`src/rtl/interrupt_request_unit_pkg.sv`:
```
// rtl/interrupt_request_unit_pkg.sv - shared state encodings for the request unit and interrupt controller
package interrupt_request_unit_pkg;

  typedef enum logic [1:0] {
    IDLE    = 2'd0,
    REQUEST = 2'd1,
    SERVICE = 2'd2
  } irq_state_t;

  typedef enum logic [1:0] {
    CTRL_IDLE       = 2'd0,
    CTRL_ISR_INIT   = 2'd1,
    CTRL_ISR_RUN    = 2'd2,
    CTRL_ISR_RETURN = 2'd3
  } ctrl_state_t;

endpackage

```
`src/rtl/interrupt_request_unit_if.sv`:
```
// rtl/interrupt_request_unit_if.sv - request/acknowledge handshake between request unit and interrupt controller
interface interrupt_request_unit_if #(
  parameter int ID_W = 3
);

  logic            interrupt_signal;
  logic [ID_W-1:0] irq_id;
  logic            isr_ack;
  logic            isr_done;

  modport master (
    output interrupt_signal,
    output irq_id,
    input  isr_ack,
    input  isr_done
  );

  modport slave (
    input  interrupt_signal,
    input  irq_id,
    output isr_ack,
    output isr_done
  );

endinterface

```
`src/rtl/irq_sync_edge.sv`:
```
// rtl/irq_sync_edge.sv - two-flop synchronizer followed by a rising-edge detector for one interrupt line
module irq_sync_edge (
  input  logic clk,
  input  logic reset,
  input  logic line,
  output logic rise
);

  logic meta;
  logic sync;
  logic prev;

  always_ff @(posedge clk) begin
    if (reset) begin
      meta <= 1'b0;
      sync <= 1'b0;
      prev <= 1'b0;
    end else begin
      meta <= line;
      sync <= meta;
      prev <= sync;
    end
  end

  assign rise = sync & ~prev;

endmodule

```
`src/rtl/interrupt_request_unit.sv`:
```
// rtl/interrupt_request_unit.sv - latches interrupt edges as pending bits and requests the lowest enabled one
module interrupt_request_unit #(
  parameter int NUM_IRQ = 8,
  parameter int ID_W    = 3
) (
  input  logic                     clk,
  input  logic                     reset,
  input  logic [NUM_IRQ-1:0]       irq_in,
  input  logic                     mask_wr_en,
  input  logic [NUM_IRQ-1:0]       mask_wr_data,
  output logic [NUM_IRQ-1:0]       pending,
  output logic [NUM_IRQ-1:0]       irq_mask,
  interrupt_request_unit_if.master ctrl
);

  import interrupt_request_unit_pkg::*;

  irq_state_t         state;
  irq_state_t         state_next;
  logic [NUM_IRQ-1:0] rise;
  logic [NUM_IRQ-1:0] active;
  logic [NUM_IRQ-1:0] clear;
  logic [ID_W-1:0]    lowest_id;
  logic [ID_W-1:0]    id_next;
  logic               signal_next;

  for (genvar i = 0; i < NUM_IRQ; i++) begin : g_sync
    irq_sync_edge u_sync (
      .clk   (clk),
      .reset (reset),
      .line  (irq_in[i]),
      .rise  (rise[i])
    );
  end

  assign active = pending & irq_mask;

  // Scan from the top so the lowest set index is the last one written.
  always_comb begin
    lowest_id = '0;
    for (int i = NUM_IRQ - 1; i >= 0; i--) begin
      if (active[i]) lowest_id = ID_W'(i);
    end
  end

  always_comb begin
    state_next  = state;
    signal_next = ctrl.interrupt_signal;
    id_next     = ctrl.irq_id;
    clear       = '0;
    case (state)
      IDLE: begin
        if (|active) begin
          state_next  = REQUEST;
          signal_next = 1'b1;
          id_next     = lowest_id;
        end
      end
      REQUEST: begin
        if (ctrl.isr_ack) begin
          state_next  = SERVICE;
          signal_next = 1'b0;
          clear       = NUM_IRQ'(1) << ctrl.irq_id;
        end
      end
      SERVICE: begin
        if (ctrl.isr_done) state_next = IDLE;
      end
      default: begin
        state_next  = IDLE;
        signal_next = 1'b0;
      end
    endcase
  end

  // A fresh edge on the bit being acknowledged keeps it pending.
  always_ff @(posedge clk) begin
    if (reset) begin
      state                 <= IDLE;
      ctrl.interrupt_signal <= 1'b0;
      ctrl.irq_id           <= '0;
      pending               <= '0;
      irq_mask              <= '0;
    end else begin
      state                 <= state_next;
      ctrl.interrupt_signal <= signal_next;
      ctrl.irq_id           <= id_next;
      pending               <= (pending & ~clear) | rise;
      if (mask_wr_en) irq_mask <= mask_wr_data;
    end
  end

endmodule

```
`src/flat_wrapper.sv`:
```
// flat-port wrapper written by rule: the top's interface ports become plain ports
module interrupt_request_unit_flat import interrupt_request_unit_pkg::*;
#(
  parameter int NUM_IRQ = 8,
  parameter int ID_W    = 3
)
  (clk, reset, irq_in, mask_wr_en, mask_wr_data, pending, irq_mask, ctrl_interrupt_signal, ctrl_irq_id, ctrl_isr_ack, ctrl_isr_done);
  interrupt_request_unit_if #(.ID_W(ID_W)) ctrl_i ();
  input  logic clk;
  input  logic reset;
  input  logic [NUM_IRQ-1:0] irq_in;
  input  logic mask_wr_en;
  input  logic [NUM_IRQ-1:0] mask_wr_data;
  output logic [NUM_IRQ-1:0] pending;
  output logic [NUM_IRQ-1:0] irq_mask;
  output wire logic [$bits(ctrl_i.interrupt_signal)-1:0] ctrl_interrupt_signal;
  output wire logic [$bits(ctrl_i.irq_id)-1:0] ctrl_irq_id;
  input wire logic [$bits(ctrl_i.isr_ack)-1:0] ctrl_isr_ack;
  input wire logic [$bits(ctrl_i.isr_done)-1:0] ctrl_isr_done;
  assign ctrl_interrupt_signal = ctrl_i.interrupt_signal;
  assign ctrl_irq_id = ctrl_i.irq_id;
  assign ctrl_i.isr_ack = ctrl_isr_ack;
  assign ctrl_i.isr_done = ctrl_isr_done;
  interrupt_request_unit #(.NUM_IRQ(NUM_IRQ), .ID_W(ID_W)) u_core (.clk(clk), .reset(reset), .irq_in(irq_in), .mask_wr_en(mask_wr_en), .mask_wr_data(mask_wr_data), .pending(pending), .irq_mask(irq_mask), .ctrl(ctrl_i));
endmodule
```
`config.mk`:
```
export PLATFORM = sky130hd
export DESIGN_NAME = interrupt_request_unit_flat
export DESIGN_NICKNAME = d
export VERILOG_FILES = /design/src/rtl/interrupt_request_unit_pkg.sv /design/src/rtl/interrupt_request_unit_if.sv /design/src/rtl/irq_sync_edge.sv /design/src/rtl/interrupt_request_unit.sv /design/src/flat_wrapper.sv
export SDC_FILE = /design/constraint.sdc
export NUM_CORES = 1
export LEC_CHECK = 0
export ABC_AREA = 1
export CAP_MARGIN = 25
export CORE_UTILIZATION = 51
export CTS_CLUSTER_SIZE = 24
export DETAILED_ROUTE_END_ITERATION = 10
export HOLD_SLACK_MARGIN = 0.12
export PLACE_DENSITY = 0.82
export SLEW_MARGIN = 25
export SYNTH_ARGS = -nofsm -noshare
export SYNTH_HDL_FRONTEND = slang
export SYNTH_SLANG_ARGS = --single-unit
```
`constraint.sdc`:
```
create_clock -name clk -period 1.6 [get_ports clk]
set_input_delay 0.32 -clock clk [delete_from_list [all_inputs] [get_ports clk]]
set_output_delay 0.32 -clock clk [all_outputs]
set_load 0.01 [all_outputs]
```
**Word-level counts from Yosys, hierarchy flattened**

Cells that the tools add are included.

- Flip-flop bits (word level): 46
- Latch bits: 0
- RAM bits: 0
- Bits in read-only memories: 0
- Input port bits: 21
- Output and inout port bits: 20
- Logic and storage cells: 78
- Memories: 0

- Add/subtract/negate cells: 0
- $mul: 0
- Divide/modulo/power cells: 0
- Order comparisons: 0
- Equality and inequality tests: 5
- Shift-type cells: 1
- Multiplexer cells: 17
- Bitwise operators: 21
- Reduce and logical (&&, ||, !) cells: 5

Operators by type and width:

| kind | number |
|---|---|
| 3-bit two-way mux | 8 |
| 8-bit AND | 2 |
| 8-bit two-way mux | 2 |
| 1-bit NOT | 9 |
| 1-bit AND | 8 |
| 8-bit NOT | 1 |
| 8-bit OR | 1 |
| 8-bit OR reduction | 1 |
| 1-bit by 3-bit << shifter with 8-bit output, first input constant | 1 |
| 2-bit two-way mux | 3 |
| 2-bit one-hot mux with 3 select lines | 1 |
| 3-bit AND reduction | 2 |
| 2-bit != test, second input constant | 2 |
| 1-bit one-hot mux with 3 select lines | 1 |
| 2-bit by 1-bit == test with 1-bit output, second input constant | 1 |
| 2-bit == test, second input constant | 1 |
| 2-bit logical NOT | 1 |
| 1-bit two-way mux | 2 |
| 2-bit by 1-bit != test with 1-bit output, second input constant | 1 |
| 2-bit AND reduction | 1 |

**Depth between registers and ports, before layout**

- Word-level depth: 9
- Gate-level depth with buffers: 10
- Depth with buffers taken out: 10

**By module**

From an unflattened synthesis, not the netlist that was laid out.

- Cell total of the unflattened synthesis: 209
- Area total of the unflattened synthesis: 1620.3 um^2

By module, submodules not included:

| module | instances | cells an instance | area an instance (um^2) | sequential area each (um^2) |
|---|---|---|---|---|
| interrupt_request_unit | 1 | 129 | 929.6 | 440.4 |
| irq_sync_edge | 8 | 10 | 86.3 | 60.1 |

**Worst setup path before layout**

Ideal clock, no wire load.

- Kind: register to register
- From: register u_core.pending[3]
- To: register u_core.ctrl.irq_id[1]
- Setup time: 0.117 ns
- Data arrival time: 0.951 ns
- Data required time: 1.483 ns
- Slack: 0.532 ns
- Stages on the path, launching flop included: 7
- Buffers on the path: 0
- Clock period less this slack: 1.068 ns
- Cells stage by stage: dfxtp_1 -> nand2_1 -> nand4_2 -> o21ai_2 -> nand2_1 -> o21ai_1 -> nor2_1

- Word-level cells in the longest chain between the ends: 5
- Elaborated cells between the ends (all ways): 7
- Those cells by class: 4 x mux; 1 x bitwise; 2 x reduce/logical

Ends and longest elaborated chain:

| element | RTL line | RTL |
|---|---|---|
| from (decl) | interrupt_request_unit.sv:11 | `output logic [NUM_IRQ-1:0] pending,` |
| from (signal assigned) | interrupt_request_unit.sv:88 | `pending <= (pending & ~clear) \| rise;` |
| 8-bit AND * | interrupt_request_unit.sv:36 | `assign active = pending & irq_mask;` |
| 3-bit two-way mux (4 in series) | interrupt_request_unit.sv:42 | `if (active[i]) lowest_id = ID_W'(i);` |
| to (signal assigned) | interrupt_request_unit.sv:87 | `ctrl.irq_id <= id_next;` |
| to (decl) | interrupt_request_unit_if.sv:13 | `output irq_id,` |

Every way passes the cells marked *; elsewhere a longest branch is shown, timed or not.
A chain may end at the register's enable or synchronous reset.

**Worst setup path in the final report**

- From: register u_core.ctrl.interrupt_signal
- To: output ctrl_interrupt_signal

RTL lines:

| element | RTL line | RTL |
|---|---|---|
| from (decl) | interrupt_request_unit_if.sv:12 | `output interrupt_signal,` |
| from (signal assigned) | interrupt_request_unit.sv:86 | `ctrl.interrupt_signal <= signal_next;` |
| to (decl) | flat_wrapper.sv:16 | `output wire logic [$bits(ctrl_i.interrupt_signal)-1:0] ctrl_interrupt_signal;` |

No word-level cell between the ends.

==> run metrics <==
GRT Total Usage=0.195; fin util=0.714; Design Power=~2.0 mW; routed wire length=between 2000 and 3000 um; Worst path slowest cell=clkdlybuf4s50_1; Vias per Instance=around 4.6; hold_buf cts=0; critical path required time=~1.3 ns; most frequent cells after synthesis=62 x nor2_1, 46 x dfxtp_1, 33 x inv_1; Fmax=~650 MHz; CTS tree=built; Worst setup SP type=register; clock buffer depth=2; unrepaired setup endpoints after global routing=no; share of the synthesized area in the top cell type=0.565; CP delay by family, top=buffers and inverters; largest net degree at the start of global routing=37; core footprint=3050 um2; # rows=20; Synth cell types=19; pins over their slew limit=0; max_cap viols=0; r2r setup slk=0.43 ns; top cells by area, synth=dfxtp_1 57%, nor2_1 14%, inv_1 7.6%; final hold slack=~0.4 ns; Syn Nets=between 200 and 250; path depth of the worst reg2reg path=6; vias in the first global route=~1200; GP Congestion=about 0.81; Crit Path Max Fanout=2; hpwl dp=between 2000 and 2500 um; CP arrival=1.23 ns; CTS clk-pin slew, worst paths=approximately 0.12 ns; worst-margin pin slew=0.285 ns; drt initial violations=39; minimum clock period=1.55 ns; Post-Place Cell Area=approximately 2100 um2; fillcell total=between 200 and 250; Detailed Routing Iterations Pass 1=5; Post-synth EDFFs=0; synthesized cell area=around 1600 um2; fin crit share=0.966; Crit Path Class=register to output pin; Yosys Warn Count=0; register area=roughly 940 um2; Initial Utilization=0.534; Die Footprint=around 3400 um2; post-synth top area cell=dfxtp_1; PortBufs=40; proportion of layout cells with a drive suffix above 1=0.110; pre-CTS worst setup slack=roughly 0.14 ns; num ports=between 40 and 50; Die H=58.5 um; Setup TNS Final=0 ns; flops & latches, synth=between 40 and 50; status=complete, no violations; worst skew pair latency=approximately 0.35 ns; Post-synth ARST share=0; sequential element share of the synthesized area=0.565; Area Growth Syn to Fin=33.8%; Power Dens Cells=slightly above 900 nW/um2; crit path capture type=output pin; WP depth=1; synthesized area per cell=7.76 um2; DRC viols=0; hold path depth=2; post-route cell area=2180 um2; top-count cell post-synth=nor2_1; Fin. Hold Viols=0; TritonCTS Sinks=between 40 and 50; Buffers & Inverters on Critical Path=1; P_leak=approximately 1.2 nW; PnR worst setup slack=between 0.05 and 0.06 ns; nets=between 200 and 300; CP cell instances=clkdlybuf4s50_1; dpl cells=between 200 and 300; Max VDD drop=0.735 mV; H-tree level count=2; Syn Inst Count=210; Multi-input gate area=~560 um2; Ant. Diodes=0; ys flop type=dfxtp_1; Num CTS Buffers=5; via count=1378; Slew headroom=0.810; first-pass GRT wire length=4840 um; Final ANT Viol Nets=0; worst min path class=register to register; final cell count without fillers=roughly 300; max incr delay on CP=0.53 ns; Clock Skew=0.0122 ns; Root Buffer=clkbuf_4; die width=~59 um; drt wl/cell=between 9 and 10 um; initial antenna violation count=0; # setup viols final=0; gr ovfl total=0
cell type report:
cell class,instances,share of cell area
Inverter,33,0.0568
Timing Repair Buffer,42,0.206
Tap cell,44,0.0253
Clock buffer,7,0.0207
Sequential cell,46,0.432
Multi-Input combinational cell,127,0.259
registers in the layout, indices dropped and copies added, names as in the netlist:
| name | flops |
|---|---|
| u_core.g_sync.u_sync.meta | 8 |
| u_core.g_sync.u_sync.prev | 8 |
| u_core.g_sync.u_sync.sync | 8 |
| u_core.irq_mask | 8 |
| u_core.pending | 8 |
| u_core.ctrl.irq_id | 3 |
| u_core.state | 2 |
| u_core.ctrl.interrupt_signal | 1 |
metal layers:
layer  up-vias  track usage  share of wire  routed length (um)
met5         -            0              0                   0
met4         0       0.0918          0.017                  51
met3         6       0.0769          0.075                 225
met2        49        0.337           0.47                1410
met1       592        0.209           0.43                1300
li1        731            -              -                   -
layout by cell type (no fill, tap or decap), types with 2 or more instances in the layout:
cell type / n
inv_1: 33
dlymetal6s2s_1: 12
nor2_1: 62
nand2_2: 2
dfxtp_1: 33
a21oi_1: 13
dlygate4sd2_1: 7
nand4_2: 2
nand2_1: 29
clkbuf_4: 5
o21ai_0: 9
clkbuf_1: 2
dfxtp_4: 2
clkdlybuf4s50_1: 21
dfxtp_2: 11
power by group:
group | switching [mW] | internal, mW | total [mW]
clock | 0.324 | 0.166 | 0.490
combinational | 0.141 | 0.145 | 0.286
sequential | 0.0422 | 1.21 | 1.26
cells by family (layout without fill, tap and decap cells):
logic type | after synthesis | count (layout) | synth area share
flip-flops | 46 | 46 | 0.565
buffers and inverters | 37 | 82 | 0.0883
AND/OR/NAND/NOR | 100 | 100 | 0.257
AO/OA/AOI/OAI | 27 | 27 | 0.0891
repair_timing:
action,in CTS,in global routing
setup buffers,0,0
resized for setup,21,13
endpoints found under the setup margin,15,12
worst min-delay path, delay by kind of cell (launching register included):
family                 cells  cell delay [ns]
flip-flops                 1             0.31
AND/OR/NAND/NOR            1             0.03
buffers and inverters      1             0.04
path summary, 6_finish.rpt:
kind / to / start
min reg2reg: u_core.g_sync[0].u_sync.sync / u_core.g_sync[0].u_sync.meta
max: ctrl_interrupt_signal / u_core.ctrl.interrupt_signal
min: u_core.g_sync[0].u_sync.sync / u_core.g_sync[0].u_sync.meta
max reg2reg: u_core.ctrl.irq_id[1] / u_core.pending[0]
Power figures use the tool's default switching activity.
